--- src/rtl/tour_pkg.sv ---
// Shared types and constants for the knight's-tour command sequencer.
package tour_pkg;

  typedef enum logic [2:0] {
    IDLE,
    LOAD,
    VERT,
    WAIT_V,
    HORZ,
    WAIT_H
  } tour_state_t;

  localparam logic [7:0] HDG_N = 8'h00;
  localparam logic [7:0] HDG_W = 8'h3F;
  localparam logic [7:0] HDG_S = 8'h7F;
  localparam logic [7:0] HDG_E = 8'hBF;

  localparam logic [3:0] OP_MOVE    = 4'h2;
  localparam logic [3:0] OP_MOVE_FF = 4'h3;

  localparam logic [7:0] RESP_ACK  = 8'hA5;
  localparam logic [7:0] RESP_DONE = 8'h5A;

  // cmd layout: opcode[15:12], heading[11:4], bit 3 zero, squares[2:0]
  function automatic logic [15:0] mk_cmd(input logic [3:0] op, input logic [7:0] hdg,
                                         input logic [2:0] sq);
    return {op, hdg, 1'b0, sq};
  endfunction

endpackage

--- src/rtl/tour_cmd_if.sv ---
// Command/response bundle between the UART wrapper, tour_cmd and cmd_proc.
interface tour_cmd_if;
  logic [15:0] cmd_UART;
  logic        cmd_rdy_UART;
  logic        clr_cmd_rdy_UART;
  logic [15:0] cmd;
  logic        cmd_rdy;
  logic        clr_cmd_rdy;
  logic        send_resp;
  logic [7:0]  resp;

  modport master (
    input  cmd_UART, cmd_rdy_UART, clr_cmd_rdy, send_resp,
    output cmd, cmd_rdy, clr_cmd_rdy_UART, resp
  );

  modport slave (
    output cmd_UART, cmd_rdy_UART, clr_cmd_rdy, send_resp,
    input  cmd, cmd_rdy, clr_cmd_rdy_UART, resp
  );
endinterface

--- src/rtl/tour_move_decode.sv ---
// Splits a one-hot knight move into a vertical leg and a horizontal leg.
module tour_move_decode
  import tour_pkg::*;
(
  input  logic [7:0] move_reg,
  output logic [7:0] vhdg,
  output logic [2:0] vsq,
  output logic [7:0] hhdg,
  output logic [2:0] hsq,
  output logic       valid
);

  always_comb begin
    vhdg  = HDG_N;
    vsq   = 3'd0;
    hhdg  = HDG_E;
    hsq   = 3'd0;
    valid = $onehot(move_reg);
    case (move_reg)
      8'h01: begin vhdg = HDG_N; vsq = 3'd2; hhdg = HDG_E; hsq = 3'd1; end
      8'h02: begin vhdg = HDG_N; vsq = 3'd2; hhdg = HDG_W; hsq = 3'd1; end
      8'h04: begin vhdg = HDG_N; vsq = 3'd1; hhdg = HDG_W; hsq = 3'd2; end
      8'h08: begin vhdg = HDG_S; vsq = 3'd1; hhdg = HDG_W; hsq = 3'd2; end
      8'h10: begin vhdg = HDG_S; vsq = 3'd2; hhdg = HDG_W; hsq = 3'd1; end
      8'h20: begin vhdg = HDG_S; vsq = 3'd2; hhdg = HDG_E; hsq = 3'd1; end
      8'h40: begin vhdg = HDG_S; vsq = 3'd1; hhdg = HDG_E; hsq = 3'd2; end
      8'h80: begin vhdg = HDG_N; vsq = 3'd1; hhdg = HDG_E; hsq = 3'd2; end
      default: ;
    endcase
  end

endmodule

--- src/rtl/tour_cmd.sv ---
// Walks the solved knight's tour, issuing a vertical then a horizontal cmd per move,
// and muxes tour commands with UART commands into cmd_proc.
module tour_cmd
  import tour_pkg::*;
#(
  parameter int NUM_MOVES = 24,
  parameter int IDX_W     = 5
) (
  input  logic             clk,
  input  logic             rst_n,
  input  logic             start_tour,
  input  logic [7:0]       move,
  output logic [IDX_W-1:0] mv_indx,
  tour_cmd_if.master       bus
);

  localparam logic [IDX_W-1:0] LAST_IDX = IDX_W'(NUM_MOVES - 1);

  tour_state_t      state_q, state_d;
  logic [IDX_W-1:0] mv_indx_q, mv_indx_d;
  logic [7:0]       move_reg_q, move_reg_d;
  logic             rdy_q, rdy_d;
  logic [7:0]       resp_q, resp_d;

  logic [7:0]  dec_in;
  logic [7:0]  vhdg, hhdg;
  logic [2:0]  vsq, hsq;
  logic        dec_valid;
  logic [15:0] tour_cmd_w;

  // In LOAD the fresh memory word is checked before it is latched, so a bad move aborts in that cycle
  assign dec_in = (state_q == LOAD) ? move : move_reg_q;

  tour_move_decode u_decode (
    .move_reg (dec_in),
    .vhdg     (vhdg),
    .vsq      (vsq),
    .hhdg     (hhdg),
    .hsq      (hsq),
    .valid    (dec_valid)
  );

  always_comb begin
    state_d    = state_q;
    mv_indx_d  = mv_indx_q;
    move_reg_d = move_reg_q;
    rdy_d      = rdy_q;
    case (state_q)
      IDLE: begin
        if (start_tour) begin
          mv_indx_d = '0;
          state_d   = LOAD;
        end
      end
      LOAD: begin
        move_reg_d = move;
        if (dec_valid) begin
          rdy_d   = 1'b1;
          state_d = VERT;
        end else begin
          state_d = IDLE;
        end
      end
      VERT: begin
        if (bus.clr_cmd_rdy) begin
          rdy_d   = 1'b0;
          state_d = WAIT_V;
        end
      end
      WAIT_V: begin
        if (bus.send_resp) begin
          rdy_d   = 1'b1;
          state_d = HORZ;
        end
      end
      HORZ: begin
        if (bus.clr_cmd_rdy) begin
          rdy_d   = 1'b0;
          state_d = WAIT_H;
        end
      end
      WAIT_H: begin
        if (bus.send_resp) begin
          if (mv_indx_q == LAST_IDX) begin
            state_d = IDLE;
          end else begin
            mv_indx_d = mv_indx_q + 1'b1;
            state_d   = LOAD;
          end
        end
      end
      default: state_d = IDLE;
    endcase

    // Registered response tracks the state being entered
    resp_d = ((state_d == WAIT_H) && (mv_indx_d == LAST_IDX)) ? RESP_DONE : RESP_ACK;
  end

  always_ff @(posedge clk or negedge rst_n) begin
    if (!rst_n) begin
      state_q    <= IDLE;
      mv_indx_q  <= '0;
      move_reg_q <= '0;
      rdy_q      <= 1'b0;
      resp_q     <= RESP_ACK;
    end else begin
      state_q    <= state_d;
      mv_indx_q  <= mv_indx_d;
      move_reg_q <= move_reg_d;
      rdy_q      <= rdy_d;
      resp_q     <= resp_d;
    end
  end

  always_comb begin
    if ((state_q == HORZ) || (state_q == WAIT_H)) begin
      tour_cmd_w = mk_cmd(OP_MOVE_FF, hhdg, hsq);
    end else begin
      tour_cmd_w = mk_cmd(OP_MOVE, vhdg, vsq);
    end
  end

  always_comb begin
    if (state_q == IDLE) begin
      bus.cmd              = bus.cmd_UART;
      bus.cmd_rdy          = bus.cmd_rdy_UART;
      bus.clr_cmd_rdy_UART = bus.clr_cmd_rdy;
    end else begin
      bus.cmd              = tour_cmd_w;
      bus.cmd_rdy          = rdy_q;
      bus.clr_cmd_rdy_UART = 1'b0;
    end
  end

  assign bus.resp = resp_q;
  assign mv_indx  = mv_indx_q;

endmodule

--- src/flat_wrapper.sv ---
// flat-port wrapper written by rule: the top's interface ports become plain ports
module tour_cmd_flat import tour_pkg::*;
#(
  parameter int NUM_MOVES = 24,
  parameter int IDX_W     = 5
)
  (clk, rst_n, start_tour, move, mv_indx, bus_cmd_UART, bus_cmd_rdy_UART, bus_clr_cmd_rdy, bus_send_resp, bus_cmd, bus_cmd_rdy, bus_clr_cmd_rdy_UART, bus_resp);
  tour_cmd_if bus_i ();
  input  logic clk;
  input  logic rst_n;
  input  logic start_tour;
  input  logic [7:0] move;
  output logic [IDX_W-1:0] mv_indx;
  input wire logic [$bits(bus_i.cmd_UART)-1:0] bus_cmd_UART;
  input wire logic [$bits(bus_i.cmd_rdy_UART)-1:0] bus_cmd_rdy_UART;
  input wire logic [$bits(bus_i.clr_cmd_rdy)-1:0] bus_clr_cmd_rdy;
  input wire logic [$bits(bus_i.send_resp)-1:0] bus_send_resp;
  output wire logic [$bits(bus_i.cmd)-1:0] bus_cmd;
  output wire logic [$bits(bus_i.cmd_rdy)-1:0] bus_cmd_rdy;
  output wire logic [$bits(bus_i.clr_cmd_rdy_UART)-1:0] bus_clr_cmd_rdy_UART;
  output wire logic [$bits(bus_i.resp)-1:0] bus_resp;
  assign bus_i.cmd_UART = bus_cmd_UART;
  assign bus_i.cmd_rdy_UART = bus_cmd_rdy_UART;
  assign bus_i.clr_cmd_rdy = bus_clr_cmd_rdy;
  assign bus_i.send_resp = bus_send_resp;
  assign bus_cmd = bus_i.cmd;
  assign bus_cmd_rdy = bus_i.cmd_rdy;
  assign bus_clr_cmd_rdy_UART = bus_i.clr_cmd_rdy_UART;
  assign bus_resp = bus_i.resp;
  tour_cmd #(.NUM_MOVES(NUM_MOVES), .IDX_W(IDX_W)) u_core (.clk(clk), .rst_n(rst_n), .start_tour(start_tour), .move(move), .mv_indx(mv_indx), .bus(bus_i));
endmodule
--- config.mk ---
export PLATFORM = sky130hd
export DESIGN_NAME = tour_cmd_flat
export DESIGN_NICKNAME = d
export VERILOG_FILES = /design/src/rtl/tour_pkg.sv /design/src/rtl/tour_cmd_if.sv /design/src/rtl/tour_move_decode.sv /design/src/rtl/tour_cmd.sv /design/src/flat_wrapper.sv
export SDC_FILE = /design/constraint.sdc
export NUM_CORES = 1
export LEC_CHECK = 0
export CORE_ASPECT_RATIO = 1.75
export CORE_MARGIN = 4
export CORE_UTILIZATION = 49
export CTS_CLUSTER_DIAMETER = 120
export DETAILED_ROUTE_END_ITERATION = 10
export GPL_TIMING_DRIVEN = 0
export PLACE_DENSITY = 0.93
export SLEW_MARGIN = 40
export SYNTH_ARGS = -nofsm -noshare
export SYNTH_HDL_FRONTEND = slang
export SYNTH_HIERARCHICAL = 1
export SYNTH_SLANG_ARGS = --single-unit
--- constraint.sdc ---
create_clock -name clk -period 7.57 [get_ports clk]
set_input_delay 1.514 -clock clk [delete_from_list [all_inputs] [get_ports clk]]
set_output_delay 1.514 -clock clk [all_outputs]
set_load 0.05 [all_outputs]
# Yosys cells after proc, flatten, opt, wreduce, memory -nomap -nowiden
# Cells that the tools add are included.
# Widths: inputs -> output; s select.
# word_totals
ff_bits	25
inputBits	30
output_inout_bits	31
# classes
add_sub_neg	8
n_eq_ne	20
n_mux	26
reduce_logical	10
# op_table
op	n
$mux 8	3
$pmux 3 s6	1
$mux 16	1
$reduce_or 4->1	4
$mux 3	5
$mux 5	3
$mux 13	1
$eq 5x5->1 const B	2
$pmux 5 s2	1
$eq 3x3->1 const B	3
$add 1x1->2	4
$eq 8x1->1 const B	1
$eq 8x2->1 const B	1
$eq 8x3->1 const B	1
$eq 8x4->1 const B	1
$eq 8x5->1 const B	1
$eq 8x6->1 const B	1
$eq 8x7->1 const B	1
$eq 8x8->1 const B	1
$pmux 2 s2	2
$mux 7	1
$eq 3x2->1 const B	2
$mux 1	6
$add 5x1->5 const B	1
other kinds (15)	16

# Logic depth before layout (Yosys ltp)
# Gate-level depths: netlist (run 1).
# logic_depth
ltp_word	11
depth_mapped	19
depth_no_buf	17

# By module
# Netlist (run 1), hierarchy kept.
# by_module_without_submodules
mod	instances	cells_each	area_per_inst_um2
tour_cmd	1	129	1199.9
tour_move_decode	1	75	561.8

# Worst setup path after synthesis (run 1)
# No wires, ideal clock.
# synth_path
kind	in2out
startpoint	input port move[0]
endpoint	output port bus_cmd[0]
arrival_time_ns	3.744
required_ns	6.056
path_slack_ns	2.312
stages	8
path_buffers	0
cell_sequence	mux2_2 -> inv_1 -> ha_1 -> nor2b_1 -> o31ai_1 -> and3_1 -> a22oi_1 -> o21ai_0
# synth_between
elab_chain_len	6
# synth_lines
item	line	text
start: declaration	flat_wrapper.sv:12	input logic [7:0] move;
$mux 8 (*)	n/a	
$eq 8x8->1, or another cell as far along	tour_move_decode.sv:19	case (move_reg)
$reduce_or 4->1 (no source line)	n/a	
$pmux 2 s2 (*)	tour_move_decode.sv:19	
via u_core.hsq[0]	tour_cmd.sv:27	logic [2:0] vsq, hsq;
$mux 13 (*)	tour_cmd.sv:116	if ((state_q == HORZ) || (state_q == WAIT_H)) begin
$mux 16 (*)	tour_cmd.sv:124	if (state_q == IDLE) begin
end: declaration	flat_wrapper.sv:18	output wire logic [$bits(bus_i.cmd)-1:0] bus_cmd;
# The timed path passes the listed nets; every way through them passes the cells marked *.

# Worst setup path after layout (run 1)
# layout_path
startpoint	input port move[1]
endpoint	output port bus_cmd[0]
# layout_between
elab_chain_len	6
# layout_lines
item	line	text
$mux 8 (*)	n/a	
via u_core.dec_in[1]	tour_cmd.sv:25	logic [7:0] dec_in;
$eq 8x8->1, or another cell as far along	tour_move_decode.sv:19	
$reduce_or 4->1 (no source line)	n/a	
$pmux 2 s2 (*)	tour_move_decode.sv:19	
via u_core.hsq[0]	tour_cmd.sv:27	
$mux 13 (*)	tour_cmd.sv:116	
$mux 16 (*)	tour_cmd.sv:124	
# Marks and branches as above.

==> metrics.log, run 1 <==
[metrics] run status: completed
[metrics] overall die width: 53.33 um
[metrics] fill cell count: 282
[metrics] row count: 28
[metrics] class of the most critical setup path: in2out
[metrics] DP Wirelength: 3.406 mm
[metrics] pin slew with the least headroom to its limit: 625.1 ps
[metrics] area grow syn2layout: 41.26%
[metrics] Hold Violations, Final: 0
[metrics] slowest library cell on the worst path: sky130_fd_sc_hd__clkdlybuf4s50_1
[metrics] number of buffers created by CTS: 3
[metrics] worst-path maximum fanout: 6
[metrics] vias in the first global route: 1696
[metrics] proportion of register bits with asynchronous set or reset after synthesis: 100.0%
[metrics] unrepaired setup endpoints after global routing: no
[metrics] Starting Density: 51.31%
[metrics] Mapped Avg Cell Area: 8.636 sq um
[metrics] source-to-sink clock delay at the later pin of the worst-skew pair: 260 ps
[metrics] TritonCTS clock tree: built
[metrics] Worst Setup End Kind: output pin
[metrics] setup_tns: 0 ps
[metrics] drt initial violations: 26
[metrics] post-cts repair resize count: 0
[metrics] Die Ht: 87.32 um
[metrics] area of the multi-input gates: 1016 sq um
[metrics] cell area after layout: 2489 sq um
[metrics] number of buffers inserted to repair setup after CTS: 0
[metrics] Bufs on Longest Clock Path: 2
[metrics] CTS H-Tree Depth: 1
[metrics] count of pins over their slew limit: 0
[metrics] Synthesis Warnings: 6
[metrics] total routing resource utilization after global routing: 20.15%
[metrics] clk sink count: 19
[metrics] core outline area: 3433 sq um
[metrics] Static Leak: 1.130 nW
[metrics] initial antenna violation count: 0
[metrics] router iterations before antenna repair: 4
[metrics] cell seen most often among critical-path stages: sky130_fd_sc_hd__clkdlybuf4s50_1
[metrics] number of hold buffers added after cts: 0
[metrics] minimum clock period: 5776 ps
[metrics] area share of the largest cell type after synthesis: 25.57%
[metrics] FF+latch count, synth: 19
[metrics] area of placed instances: 2449 sq um
[metrics] cell accounting for the most synthesized area: sky130_fd_sc_hd__dfrtp_1
[metrics] Achievable Freq: 0.1731 GHz
[metrics] DR vias: 1653
[metrics] leading cell types by total area after synthesis: sky130_fd_sc_hd__dfrtp_1 26%, sky130_fd_sc_hd__buf_4 11%, sky130_fd_sc_hd__mux2_2 5.8%
[metrics] minimum hold slack: 512.8 ps
[metrics] per-cell via count in the routed design: 5.150
[metrics] period utilisation layout: 76.31%
[metrics] Critical Path, Cell by Cell: clkdlybuf4s50_1, mux2_2, inv_1, ha_1, nor2b_1, o31ai_1, and3_1, a22oi_1, o21ai_0, clkdlybuf4s50_1
[metrics] final global-route overflow total: 0
[metrics] peak supply drop: 0.4239 mV
[metrics] clock slew at the register clock pins of the worst setup and hold paths: 60 ps
[metrics] post-synthesis cell count: 204
[metrics] weighted congestion reported at the end of routability-driven placement: 0.7764
[metrics] endpoint arrival time on the critical path: 4260 ps
[metrics] delay of the slowest critical-path stage: 830 ps
[metrics] utilization after layout: 72.49%
[metrics] unique cell type count in the Yosys netlist: 51
[metrics] startpoint types: primary input
[metrics] pin count of the biggest net entering global routing: 20
[metrics] buffer cell driving the clock tree root: sky130_fd_sc_hd__clkbuf_8
[metrics] power density over the cells: 486.3 nW/um^2
[metrics] most common cell after layout, fill and taps aside: sky130_fd_sc_hd__clkdlybuf4s50_1
[metrics] Diodes inserted: 0
[metrics] predominant post-synthesis flop cell: sky130_fd_sc_hd__dfrtp_1
[metrics] commonest cells after routing, fill and taps aside: 59 x sky130_fd_sc_hd__clkdlybuf4s50_1, 26 x sky130_fd_sc_hd__buf_4, 18 x sky130_fd_sc_hd__dfrtp_1, 17 x sky130_fd_sc_hd__inv_1, 17 x sky130_fd_sc_hd__nand2_1
[metrics] start point of the critical path: move[1]
[metrics] Total Routed Length: 4.232 mm
[metrics] data required time at the worst endpoint: 6060 ps
[metrics] FF-to-FF setup slack: 2540 ps
[metrics] area of the mapped netlist: 1762 sq um
[metrics] Die ar.: 4656 sq um
[metrics] count of nets after finishing: 318
[metrics] startpoint of the worst-slack reg-to-reg timing path: u_core/state_q[1]$_DFF_PN0_
[metrics] Register Area: 476.7 sq um
[metrics] Post-synth EDFFs: 0
[metrics] Relative slew margins: 58.10%
[metrics] DRT antenna net count: 0
[metrics] global-route wire length before repair: 7.100 mm
[metrics] count of input and output buffers: 60
[metrics] Final Skew: 6.788 ps
[metrics] Hold/Removal Path Class: reg2reg
[metrics] DRC viols: 0
[metrics] top-level I/O count: 61
[metrics] share of cells above drive strength 1: 17.39%
[metrics] final setup fails: 0
[metrics] number of maximum-capacitance violations: 0
[metrics] register area share after synthesis: 27.06%
[metrics] routed wire length per instance: 13.18 um
[metrics] origin of the worst min-delay path: u_core/move_reg_q[3]$_DFF_PN0_
[cells in the mapped netlist, types with 2 or more instances]
cell type	instances
sky130_fd_sc_hd__o21ai_0	15
sky130_fd_sc_hd__buf_4	26
sky130_fd_sc_hd__nor3_1	4
sky130_fd_sc_hd__nand4_1	2
sky130_fd_sc_hd__and3_1	3
sky130_fd_sc_hd__nand2_1	17
sky130_fd_sc_hd__dfrtp_1	18
sky130_fd_sc_hd__mux2_2	9
sky130_fd_sc_hd__a21oi_1	5
sky130_fd_sc_hd__fa_1	4
sky130_fd_sc_hd__nand3b_1	2
sky130_fd_sc_hd__a22oi_1	11
sky130_fd_sc_hd__nor4_1	3
sky130_fd_sc_hd__nand2b_1	6
sky130_fd_sc_hd__inv_1	17
sky130_fd_sc_hd__nor2b_1	4
sky130_fd_sc_hd__xor2_1	2
sky130_fd_sc_hd__clkbuf_1	4
sky130_fd_sc_hd__and2_1	5
sky130_fd_sc_hd__buf_2	2
sky130_fd_sc_hd__nor2_1	5
sky130_fd_sc_hd__ha_1	7
sky130_fd_sc_hd__nand4b_1	2
sky130_fd_sc_hd__conb_1	2
sky130_fd_sc_hd__mux2i_1	3
[per-layer routing]
layer,vias up,global-route usage [%],part of all wire (%)
met4,0,10.00,2.2
met2,44,38.44,57
li1,817,-,-
met1,786,20.39,37
met5,-,0,0
met3,6,1.887,3.9
[worst max-delay path: cells and delay by family]
family	cells	cell delay [ps]
buf+inv	3	1350
fa+ha+maj	1	300
simple gates	2	310
compound gates	3	480
mux	1	290
[logic make-up (layout without fill, tap and decap cells)]
group / Yosys count / after routing / share of synthesized area, %
and+or+nand+nor: 61 / 61 / 19.53
buffers and inverters: 51 / 115 / 16.97
AOI/OAI and AO/OA: 44 / 44 / 16.76
DFF: 19 / 19 / 27.06
muxes: 13 / 13 / 8.239
adders and majority gates: 11 / 11 / 9.517
xor gates and xnor gates: 3 / 3 / 1.492
other: 2 / 10 / 0.4263
[power breakdown]
group          switching [mW]  leakage (nW)  total (mW)  internal (mW)
Clock                  0.0318        0.0228      0.0692         0.0374
Combinational           0.598         0.869       0.989          0.391
Sequential             0.0166         0.239       0.152          0.135
Total                   0.646          1.13        1.21          0.564
[state kept, by name, indices dropped and copies added (netlist names)]
| signal | count |
|---|---|
| u_core/move_reg_q | 8 |
| u_core/bus.resp | 2 |
| u_core/mv_indx | 5 |
| u_core/state_q | 3 |
| u_core/rdy_q | 1 |
[final cells by class]
| class | instances | area share (%) |
|---|---|---|
| Tap cell | 45 | 2.262 |
| Timing Repair Buffer | 60 | 23.93 |
| Multi-Input combinational cell | 142 | 40.82 |
| Clock buffer | 4 | 1.810 |
| Inverter | 17 | 2.564 |
| Sequential cell | 19 | 19.16 |
| Buffer | 34 | 9.452 |
[worst paths after layout]
path / end / cells past startpoint
max: bus_cmd[0] / 10
min: u_core/move_reg_q[3]$_DFF_PN0_ / 1
max reg2reg: u_core/rdy_q$_DFFE_PN0P_ / 18
min reg2reg: u_core/move_reg_q[3]$_DFF_PN0_ / 1
max in group asynchronous: u_core/bus.resp[5]$_DFF_PN1_ / 1
min in group asynchronous: u_core/state_q[2]$_DFF_PN0_ / 1
[per-stage QoR]
| step | power (mW) | std cells | setup WS (ps) |
|---|---|---|---|
| final | 1.210 | 321 | 1794 |
| after detailed placement | 1.144 | 317 | 1777 |
| after floorplan | 0.8898 | 212 | 2312 |
| after CTS | 1.220 | 321 | 1773 |
| after global routing | 1.328 | 321 | 1616 |
| after global placement | 1.097 | 317 | 1812 |
Power figures use the tool's default switching activity.
==> run 2, diff against run 1 <==
--- a/config.mk
+++ b/config.mk
@@ -7,11 +7,11 @@
 export LEC_CHECK = 0
 export CORE_ASPECT_RATIO = 1.75
 export CORE_MARGIN = 4
-export CORE_UTILIZATION = 49
+export CORE_UTILIZATION = 41
 export CTS_CLUSTER_DIAMETER = 120
 export DETAILED_ROUTE_END_ITERATION = 10
 export GPL_TIMING_DRIVEN = 0
-export PLACE_DENSITY = 0.93
+export PLACE_DENSITY = 0.84
 export SLEW_MARGIN = 40
 export SYNTH_ARGS = -nofsm -noshare
 export SYNTH_HDL_FRONTEND = slang
==> constraint.sdc (replaced) <==
create_clock -name clk -period 5.3 [get_ports clk]
set_input_delay 1.06 -clock clk [delete_from_list [all_inputs] [get_ports clk]]
set_output_delay 1.06 -clock clk [all_outputs]
set_load 0.05 [all_outputs]
==> metrics.log, run 2 (synthesis results as in run 1) <==
[metrics] run status: completed (unchanged)
[metrics] commonest cells after routing, fill and taps aside: 59 x sky130_fd_sc_hd__clkdlybuf4s50_1, 26 x sky130_fd_sc_hd__buf_4, 18 x sky130_fd_sc_hd__dfrtp_1, 17 x sky130_fd_sc_hd__inv_1, 17 x sky130_fd_sc_hd__nand2_1 (unchanged)
[metrics] Worst Setup End Kind: output pin (unchanged)
[metrics] worst-path maximum fanout: 10 (was 6)
[metrics] Static Leak: 1.132 nW (was 1.130 nW)
[metrics] CTS H-Tree Depth: 1 (unchanged)
[metrics] period utilisation layout: 91.20%
[metrics] unrepaired setup endpoints after global routing: no (unchanged)
[metrics] clk sink count: 19 (unchanged)
[metrics] worst reg2reg endpoint: u_core/rdy_q$_DFFE_PN0P_ (unchanged)
[metrics] data required time at the worst endpoint: 4240 ps (was 6060 ps)
[metrics] number of maximum-capacitance violations: 0 (unchanged)
[metrics] TritonCTS clock tree: built (unchanged)
[metrics] final setup fails: 0 (unchanged)
[metrics] Diodes inserted: 0 (unchanged)
[metrics] DP Wirelength: 3.229 mm (was 3.406 mm)
[metrics] Relative slew margins: 57.89% (was 58.10%)
[metrics] setup_tns: 0 ps (unchanged)
[metrics] Hold/Removal Path Class: reg2reg (unchanged)
[metrics] top-level I/O count: 61 (unchanged)
[metrics] Die ar.: 5451 sq um (was 4656 sq um)
[metrics] Die Ht: 94.72 um (was 87.32 um)
[metrics] count of pins over their slew limit: 0 (unchanged)
[metrics] weighted congestion reported at the end of routability-driven placement: 0.7856 (was 0.7764)
[metrics] Achievable Freq: 0.2069 GHz
[metrics] area of placed instances: 2454 sq um (was 2449 sq um)
[metrics] last element of the critical path: bus_cmd[0] (unchanged)
[metrics] power density over the cells: 681.4 nW/um^2 (was 486.3 nW/um^2)
[metrics] Bufs on Longest Clock Path: 2 (unchanged)
[metrics] Total Routed Length: 3.947 mm (was 4.232 mm)
[metrics] initial antenna violation count: 0 (unchanged)
[metrics] source-to-sink clock delay at the later pin of the worst-skew pair: 250 ps (was 260 ps)
[metrics] router iterations before antenna repair: 4 (unchanged)
[metrics] number of buffers inserted to repair setup after CTS: 0 (unchanged)
[metrics] endpoint arrival time on the critical path: 3770 ps (was 4260 ps)
[metrics] class of the most critical setup path: reg2out (was in2out)
[metrics] number of buffers created by CTS: 3 (unchanged)
[metrics] final global-route overflow total: 0 (unchanged)
[metrics] startpoint types: flip-flop (was primary input)
[metrics] pin slew with the least headroom to its limit: 626.8 ps (was 625.1 ps)
[metrics] peak supply drop: 0.6589 mV (was 0.4239 mV)
[metrics] Final Skew: 2.850 ps (was 6.788 ps)
[metrics] DR vias: 1599 (was 1653)
[metrics] row count: 31 (was 28)
[metrics] pin count of the biggest net entering global routing: 20 (unchanged)
[metrics] DRC viols: 0 (unchanged)
[metrics] total routing resource utilization after global routing: 15.07% (was 20.15%)
[metrics] count of input and output buffers: 60 (unchanged)
[metrics] routed wire length per instance: 12.14 um (was 13.18 um)
[metrics] per-cell via count in the routed design: 4.920 (was 5.150)
[metrics] count of nets after finishing: 318 (unchanged)
[metrics] clock slew at the register clock pins of the worst setup and hold paths: 70 ps (was 60 ps)
[metrics] share of cells above drive strength 1: 17.39% (unchanged)
[metrics] startpoint of the worst-slack reg-to-reg timing path: u_core/state_q[1]$_DFF_PN0_ (unchanged)
[metrics] core outline area: 4150 sq um (was 3433 sq um)
[metrics] flip-flop count of the largest register after layout: 8 (unchanged)
[metrics] register with the highest flop count: u_core/move_reg_q (unchanged)
[metrics] FF-to-FF setup slack: 560 ps (was 2540 ps)
[metrics] minimum clock period: 4833 ps
[metrics] vias in the first global route: 1576 (was 1696)
[metrics] start point of the critical path: u_core/state_q[1]$_DFF_PN0_ (was move[1])
[metrics] overall die width: 57.55 um (was 53.33 um)
[metrics] area grow syn2layout: 41.90% (was 41.26%)
[metrics] global-route wire length before repair: 6.589 mm (was 7.100 mm)
[metrics] length in cells of the worst reg-to-reg path: 18 (unchanged)
[metrics] buffer cell driving the clock tree root: sky130_fd_sc_hd__clkbuf_8 (unchanged)
[metrics] most common cell after layout, fill and taps aside: sky130_fd_sc_hd__clkdlybuf4s50_1 (unchanged)
[metrics] drt initial violations: 22 (was 26)
[metrics] Hold Violations, Final: 0 (unchanged)
[metrics] DRT antenna net count: 0 (unchanged)
[metrics] Starting Density: 42.45% (was 51.31%)
[metrics] cell area after layout: 2500 sq um (was 2489 sq um)
==> run 2: power by group <==
| part | internal, mW | switching [mW] |
|---|---|---|
| Clock | 0.0533 | 0.0441 |
| Combinational | 0.558 | 0.835 |
| Sequential | 0.193 | 0.0204 |
==> run 2: routing by layer <==
metal	global-route usage [%]	up-vias	part of all wire (%)
met5	0	-	0
met4	6.383	0	1.2
met3	1.505	2	4.1
met2	28.49	41	56
met1	16.47	739	38
li1	-	817	-
==> run 2: stage by stage <==
| stage | hold WS [ps] | util, % | std cells | setup WS, ps | total power, mW |
|---|---|---|---|---|---|
| 2_1_floorplan | 472.8 | - | 212 | 852.0 | 1.271 |
| 3_3_place_gp | 484.6 | 59.12 | 321 | 330.1 | 1.571 |
| 3_5_place_dp | 489.7 | 59.12 | 321 | 285.4 | 1.616 |
| 4_1_cts | 504.6 | 60.21 | 325 | 296.2 | 1.721 |
| 5_1_grt | 523.9 | 60.24 | 325 | 96.55 | 1.872 |
| 6_report | 501.7 | 60.24 | 325 | 466.6 | 1.704 |
==> run 2: how the worst min path moves through the flow <==
stage                     slack, ps                      startpoint  cells past startpoint                        endpoint
after floorplan                 470  u_core/move_reg_q[3]$_DFF_PN0_                      1  u_core/move_reg_q[3]$_DFF_PN0_
after detailed placement        490  u_core/move_reg_q[3]$_DFF_PN0_                      1  u_core/move_reg_q[3]$_DFF_PN0_
after global placement          480  u_core/move_reg_q[3]$_DFF_PN0_                      1  u_core/move_reg_q[3]$_DFF_PN0_
after global routing            520  u_core/move_reg_q[3]$_DFF_PN0_                      1  u_core/move_reg_q[3]$_DFF_PN0_
final                           500  u_core/move_reg_q[3]$_DFF_PN0_                      1  u_core/move_reg_q[3]$_DFF_PN0_
after CTS                       500  u_core/move_reg_q[3]$_DFF_PN0_                      1  u_core/move_reg_q[3]$_DFF_PN0_
==> run 2: critical path, stage by stage, from the launching register on <==
cell and delay, ps:
sky130_fd_sc_hd__dfrtp_1 430, sky130_fd_sc_hd__clkbuf_1 230, sky130_fd_sc_hd__nor3_4 440, sky130_fd_sc_hd__mux2_2 410, sky130_fd_sc_hd__inv_1 130, sky130_fd_sc_hd__ha_1 300
sky130_fd_sc_hd__nor2b_1 70, sky130_fd_sc_hd__o31ai_1 200, sky130_fd_sc_hd__and3_1 230, sky130_fd_sc_hd__a22oi_1 90, sky130_fd_sc_hd__o21ai_0 160, sky130_fd_sc_hd__clkdlybuf4s50_1 830
==> run 2: layout make-up <==
cell class | count | area (sq um)
Buffer | 34 | 235.2
Clock buffer | 4 | 45.04
Fill cell | 372 | 1650
Inverter | 17 | 63.81
Multi-Input combinational cell | 142 | 1022
Sequential cell | 19 | 476.7
Tap cell | 49 | 61.31
Timing Repair Buffer | 60 | 595.6
==> run 2: timing repair <==
item / CTS / global route
gates resized for setup: 0 / 1
hold buffers: 0 / 0
setup endpoints to repair: 0 / 2
